### config.mk
export PLATFORM = sky130hd
export DESIGN_NAME = nanorv32_csr_access
export DESIGN_NICKNAME = d
export VERILOG_FILES = /design/src/rtl/nanorv32_parameters.sv /design/src/rtl/nanorv32_csr_alu.sv /design/src/rtl/nanorv32_csr_access.sv
export SDC_FILE = /design/constraint.sdc
export NUM_CORES = 1
export LEC_CHECK = 0
export ABC_AREA = 1
export CAP_MARGIN = 20
export CORE_ASPECT_RATIO = 0.75
export CORE_MARGIN = 3
export CORE_UTILIZATION = 52
export CTS_CLUSTER_SIZE = 20
export DETAILED_ROUTE_END_ITERATION = 10
export GPL_TIMING_DRIVEN = 1
export PLACE_DENSITY = 0.86
export SETUP_SLACK_MARGIN = 0.4
export SLEW_MARGIN = 0
export SYNTH_ARGS = -nofsm -noshare
export SYNTH_HDL_FRONTEND = slang
export SYNTH_SLANG_ARGS = --single-unit
### constraint.sdc
create_clock -name clk -period 4.6 [get_ports clk]
set_input_delay 0.92 -clock clk [delete_from_list [all_inputs] [get_ports clk]]
set_output_delay 0.92 -clock clk [all_outputs]
set_load 0.01 [all_outputs]
### src/rtl/nanorv32_parameters.sv
// Shared encodings and widths for the nanorv32 CSR access path.
// CSR op encodings, FSM state encoding and bus width constants.
package nanorv32_parameters;

    localparam int NANORV32_CSR_ADDR_MSB = 11;
    localparam int NANORV32_DATA_MSB     = 31;

    localparam logic [1:0] NANORV32_CSR_OP_ILL = 2'b00;
    localparam logic [1:0] NANORV32_CSR_OP_RW  = 2'b01;
    localparam logic [1:0] NANORV32_CSR_OP_RS  = 2'b10;
    localparam logic [1:0] NANORV32_CSR_OP_RC  = 2'b11;

    typedef enum logic [1:0] {
        NANORV32_ST_IDLE  = 2'b00,
        NANORV32_ST_READ  = 2'b01,
        NANORV32_ST_WRITE = 2'b10,
        NANORV32_ST_DONE  = 2'b11
    } csr_state_e;

endpackage

### src/rtl/nanorv32_csr_alu.sv
// Combinational read-modify-write datapath for CSRRW/CSRRS/CSRRC.
// Yields the new CSR value and whether a bus write is needed at all.
module nanorv32_csr_alu
    import nanorv32_parameters::*;
#(
    parameter int DATA_W = NANORV32_DATA_MSB + 1
) (
    input  logic [1:0]        op_i,
    input  logic [DATA_W-1:0] old_i,
    input  logic [DATA_W-1:0] src_i,
    input  logic              src_zero_i,
    output logic [DATA_W-1:0] new_o,
    output logic              write_needed_o
);

    always_comb begin
        new_o          = old_i;
        write_needed_o = 1'b0;
        case (op_i)
            NANORV32_CSR_OP_RW: begin
                new_o          = src_i;
                write_needed_o = 1'b1;
            end
            NANORV32_CSR_OP_RS: begin
                new_o          = old_i | src_i;
                write_needed_o = !src_zero_i;
            end
            NANORV32_CSR_OP_RC: begin
                new_o          = old_i & ~src_i;
                write_needed_o = !src_zero_i;
            end
            default: begin
                new_o          = old_i;
                write_needed_o = 1'b0;
            end
        endcase
    end

endmodule

### src/rtl/nanorv32_csr_access.sv
// Execute-stage CSR initiator: sequences read / write / done on the CSR bus.
// Define NANORV32_CSR_RO_CHECK_EN to trap writes to the read-only CSR space.
module nanorv32_csr_access
    import nanorv32_parameters::*;
#(
    parameter int CSR_ADDR_W = NANORV32_CSR_ADDR_MSB + 1,
    parameter int DATA_W     = NANORV32_DATA_MSB + 1
) (
    input  logic                  clk,
    input  logic                  rst,
    input  logic                  exe_csr_valid,
    input  logic [1:0]            exe_csr_op,
    input  logic [CSR_ADDR_W-1:0] exe_csr_addr,
    input  logic [DATA_W-1:0]     exe_csr_src,
    input  logic                  exe_csr_src_is_zero_reg,
    input  logic                  exe_flush,
    output logic [CSR_ADDR_W-1:0] core_csr_addr,
    output logic [DATA_W-1:0]     core_csr_wdata,
    output logic                  core_csr_write,
    input  logic [DATA_W-1:0]     csr_core_rdata,
    output logic                  csr_stall,
    output logic                  csr_done,
    output logic [DATA_W-1:0]     csr_rd_wdata,
    output logic                  csr_rd_we,
    output logic                  csr_illegal
);

    csr_state_e state_q, state_d;

    logic [CSR_ADDR_W-1:0] addr_q, addr_d;
    logic [1:0]            op_q, op_d;
    logic [DATA_W-1:0]     src_q, src_d;
    logic                  zero_q, zero_d;
    logic [DATA_W-1:0]     old_q, old_d;
    logic [DATA_W-1:0]     new_q, new_d;
    logic                  ill_q, ill_d;

    logic [DATA_W-1:0]     alu_new;
    logic                  alu_wr;
    logic                  ro_viol;
    logic                  wr_go;
    logic                  accept;

    nanorv32_csr_alu #(
        .DATA_W(DATA_W)
    ) u_alu (
        .op_i          (op_q),
        .old_i         (csr_core_rdata),
        .src_i         (src_q),
        .src_zero_i    (zero_q),
        .new_o         (alu_new),
        .write_needed_o(alu_wr)
    );

`ifdef NANORV32_CSR_RO_CHECK_EN
    // Pure reads (RS/RC with x0) of read-only CSRs stay legal.
    assign ro_viol = alu_wr && (addr_q[CSR_ADDR_W-1 -: 2] == 2'b11);
`else
    assign ro_viol = 1'b0;
`endif

    assign wr_go  = alu_wr && !ro_viol;
    assign accept = exe_csr_valid && !exe_flush;

    always_ff @(posedge clk) begin
        if (rst) begin
            state_q <= NANORV32_ST_IDLE;
            addr_q  <= '0;
            op_q    <= '0;
            src_q   <= '0;
            zero_q  <= 1'b0;
            old_q   <= '0;
            new_q   <= '0;
            ill_q   <= 1'b0;
        end else begin
            state_q <= state_d;
            addr_q  <= addr_d;
            op_q    <= op_d;
            src_q   <= src_d;
            zero_q  <= zero_d;
            old_q   <= old_d;
            new_q   <= new_d;
            ill_q   <= ill_d;
        end
    end

    always_comb begin
        state_d = state_q;
        unique case (state_q)
            NANORV32_ST_IDLE: begin
                if (accept) state_d = NANORV32_ST_READ;
            end
            NANORV32_ST_READ: begin
                if (exe_flush)  state_d = NANORV32_ST_IDLE;
                else if (wr_go) state_d = NANORV32_ST_WRITE;
                else            state_d = NANORV32_ST_DONE;
            end
            NANORV32_ST_WRITE: state_d = NANORV32_ST_DONE;
            NANORV32_ST_DONE:  state_d = NANORV32_ST_IDLE;
            default:           state_d = NANORV32_ST_IDLE;
        endcase
    end

    always_comb begin
        addr_d = addr_q;
        op_d   = op_q;
        src_d  = src_q;
        zero_d = zero_q;
        old_d  = old_q;
        new_d  = new_q;
        ill_d  = ill_q;
        if (state_q == NANORV32_ST_IDLE && accept) begin
            addr_d = exe_csr_addr;
            op_d   = exe_csr_op;
            src_d  = exe_csr_src;
            zero_d = exe_csr_src_is_zero_reg;
        end
        if (state_q == NANORV32_ST_READ) begin
            old_d = csr_core_rdata;
            new_d = alu_new;
            ill_d = (op_q == NANORV32_CSR_OP_ILL) || ro_viol;
        end
    end

    always_comb begin
        core_csr_addr  = '0;
        core_csr_wdata = '0;
        core_csr_write = 1'b0;
        csr_stall      = 1'b0;
        csr_done       = 1'b0;
        csr_rd_wdata   = '0;
        csr_rd_we      = 1'b0;
        csr_illegal    = 1'b0;
        unique case (state_q)
            NANORV32_ST_IDLE: begin
                csr_stall = exe_csr_valid;
            end
            NANORV32_ST_READ: begin
                core_csr_addr = addr_q;
                csr_stall     = 1'b1;
            end
            NANORV32_ST_WRITE: begin
                core_csr_addr  = addr_q;
                core_csr_wdata = new_q;
                core_csr_write = 1'b1;
                csr_stall      = 1'b1;
            end
            NANORV32_ST_DONE: begin
                csr_done     = 1'b1;
                csr_rd_wdata = old_q;
                csr_rd_we    = !ill_q && !exe_flush;
                csr_illegal  = ill_q;
            end
            default: begin
                csr_stall = 1'b0;
            end
        endcase
    end

endmodule

==> results.md <==
* Worst Reg2Reg Path Length in Cells at 7
* RSZ-0062 raised after global routing: no
* Setup violators final at 0
* CTS tree: built
* Iter 0 DRT Violations at about 460
* Crit Path Max Fanout at 23
* DRT antenna net count at 0
* GPL Wtd Cong at between 0.7 and 0.8
* First-pass GRT wire length at 25,300 um
* Placed wire-length estimate at between 9000 and 10,000 um
* Placed Area at 0.00721 mm^2
* Hold Crit Depth at 2
* Hold Fails Final Rpt at 0
* Synth Net Count at approximately 1k
* Worst slack, placed at 1.40 ns
* Area leader, netlist: dfxtp_1
* Final Slew Violations at 0
* Gate power share at 16.4%
* Total GRT Usage at between 20% and 30%
* Arr. time, crit path at 2.74 ns
* Worst min-delay path category: flip-flop to flip-flop
* Layout cells sized above 1 at under 10%
* WHS at roughly 0.50 ns
* Yosys cell types at 17
* Worst setup SP type: flip-flop
* Initial cell density of the core at 54.2%
* Setup CP Type: flip-flop to output port
* Routed len/inst at approximately 13 um
* PortBufs at 163
* Clk_skew at ~0.007 ns
* Fmax at between 0.2 and 0.3 GHz
* NumNets Final at 1,141
* Static leakage at about 4.0 nW
* Sequential share of power at a little under two fifths
* Synth Cell Area at 0.00567 mm^2
* Tmin final at 3.66 ns
* Register area share after synthesis at roughly 40%
* Most common cell after layout, fill and taps aside: nor2_1
* Post-route DRC at 0
* Crit end category: output port
* Slew HR at 37.1%
* Top-area cell type share of the netlist area at 40.3%
* Slew at the pin with the worst max-slew slack at about 0.94 ns
* Ant diodes at 0
* Clock buffer depth at 2
* Largest net degree at the start of global routing at a little under 100
* TNS Setup at 0 ns
* Die Ht at 96.4 um
* CTS clk-pin slew, worst paths at roughly 0.050 ns
* CP most frequent cell: inv_1
* # H-tree levels at 4
* Critical path depth at 6
* Buf/Inv on CP at 4
* Clock Latency Late Sink at 0.40 ns
* Max-capacitance violation count at 0
* IO Count at 164
* Worst VDD drop at approximately 0.00030 V
* Max stage delay cell, worst path: ha_1
* Net switching power at about 0.81 mW
* Root Driver: clkbuf_16
* Setup Buffers After CTS at 0
* Final core utilization at between 70 and 80%
* Cells after synthesis at 920
* Die width at 127 um
* Vias per cell at about 4.9
* Pre-antenna DRT Iters at 5
* Switching Share at approximately a quarter
* Avg Cell Area, Syn at just over 6 um^2
* Post-CTS Resized at 0
* Critical-path cell list: inv_1 -> ha_1 -> buf_4 -> nand2_1 -> inv_1 -> clkdlybuf4s50_1
* #FFs+latches synth at between 100 and 150
* Antenna violations before repair at 0
* TritonCTS sink count at 114
* Design area at approximately 0.0079 mm^2
* Vias in the first global route at 5,312
* Detailed-route via count at 5,871
* Commonest non-fill, non-tap cells in the layout: nor2_1 (226), nand2_1 (214), clkdlybuf4s50_1 (163)
* Core area at 0.0105 mm^2
* Slowest stage delay, CP at about 0.80 ns
* CP required at between 3 and 4 ns
* PD cells at 393 mW/mm^2
* Final WS setup at approximately 0.94 ns
* Clk pwr share at a little under half
* Final worst path period share at between 70% and 80%
* Site row count at 32
* Total CTS buffers at 17
* Top cell family by delay on the critical path: buffers and inverters
* Total grt overflow at 0
* Total wire length after detailed routing at between 15,000 and 20,000 um
* Hold_buf cts at 0
* Area grow syn2layout at 38.6%
* Area contributors post-synth: dfxtp_1 (40%), nor2_1 (15%), nand2_1 (14%)
* Die area at 0.0122 mm^2
* Synth warn at 0
* Power Internal at ~2.3 mW
* Status: finished, final reports clean
* Fill count at between 800 and 900
-- logic make-up after synthesis --
kind of cell               Yosys count  share of synthesized area [%]
buffers and inverters              208                           15.9
and+or+nand+nor                    510                           35.5
AOI/OAI and AO/OA                   84                           7.42
adders and majority gates            4                          0.883
DFF                                114                           40.3
-- layer usage --
| metal | wire, um | global-route usage, % | vias up | part of all wire (%) |
|---|---|---|---|---|
| met5 | 0 | 0 | - | 0 |
| met1 | 7020 | 33.1 | 2620 | 45 |
| li1 | - | - | 3003 | - |
| met4 | 136 | 6.79 | 0 | 0.87 |
| met3 | 1380 | 8.63 | 18 | 8.8 |
| met2 | 7120 | 41.3 | 230 | 45 |
-- flip-flops by register name, indices dropped and copies added (netlist names), named ones only --
signal,flops
op_q,2
old_q,32
src_q,32
zero_q,1
new_q,32
state_q,1
ill_q,1
addr_q,12
-- final timing paths --
path	start	slack [ns]	to
worst max register to register	state_q[0]	2.56	src_q[4]
worst max-delay path	state_q[0]	0.94	core_csr_wdata[22]
worst min register to register	old_q[30]	0.50	old_q[30]
worst min-delay path	old_q[30]	0.50	old_q[30]
-- cell usage after synthesis --
master,number
clkbuf_1,23
nand3_1,67
buf_2,19
ha_1,4
nand2_1,214
dfxtp_1,114
buf_1,2
buf_4,2
nor2_1,226
buf_6,12
nand2_2,2
nor2_4,1
o21ai_0,73
inv_2,3
o21ai_1,7
a21oi_1,4
inv_1,147
-- power by group through the flow --
stage | Clock [mW] | Combinational [mW] | Sequential (mW)
5_1_grt | 1.47 | 0.575 | 1.19
4_1_cts | 1.42 | 0.504 | 1.17
6_report | 1.40 | 0.506 | 1.18
3_3_place_gp | 0 | 0.483 | 1.19
3_5_place_dp | 0 | 0.496 | 1.19
2_1_floorplan | 0 | 0.359 | 1.18
-- worst register-to-register path: cells and delay by family (launching register included) --
family	cells	cell delay, ns
simple gates	4	0.44
buf+inv	2	0.80
flops	1	0.46
fa+ha+maj	1	0.29
-- final cells by class --
| type | count | area, um^2 | share of cell area, % |
|---|---|---|---|
| multi-input combinational | 598 | 2490 | 31.8 |
| tap | 136 | 170 | 2.17 |
| clock inverter | 12 | 188 | 2.39 |
| clock buffer | 20 | 437 | 5.56 |
| timing repair buffer | 173 | 1720 | 21.9 |
| inverter | 150 | 563 | 7.17 |
| sequential | 114 | 2280 | 29.1 |
-- through the flow --
stage,power (mW),cells
5_1_grt,3.23,1203
3_3_place_gp,1.67,1170
6_report,3.08,1203
3_5_place_dp,1.69,1170
2_1_floorplan,1.53,920
4_1_cts,3.09,1202
(Power assumes the default switching activity.)
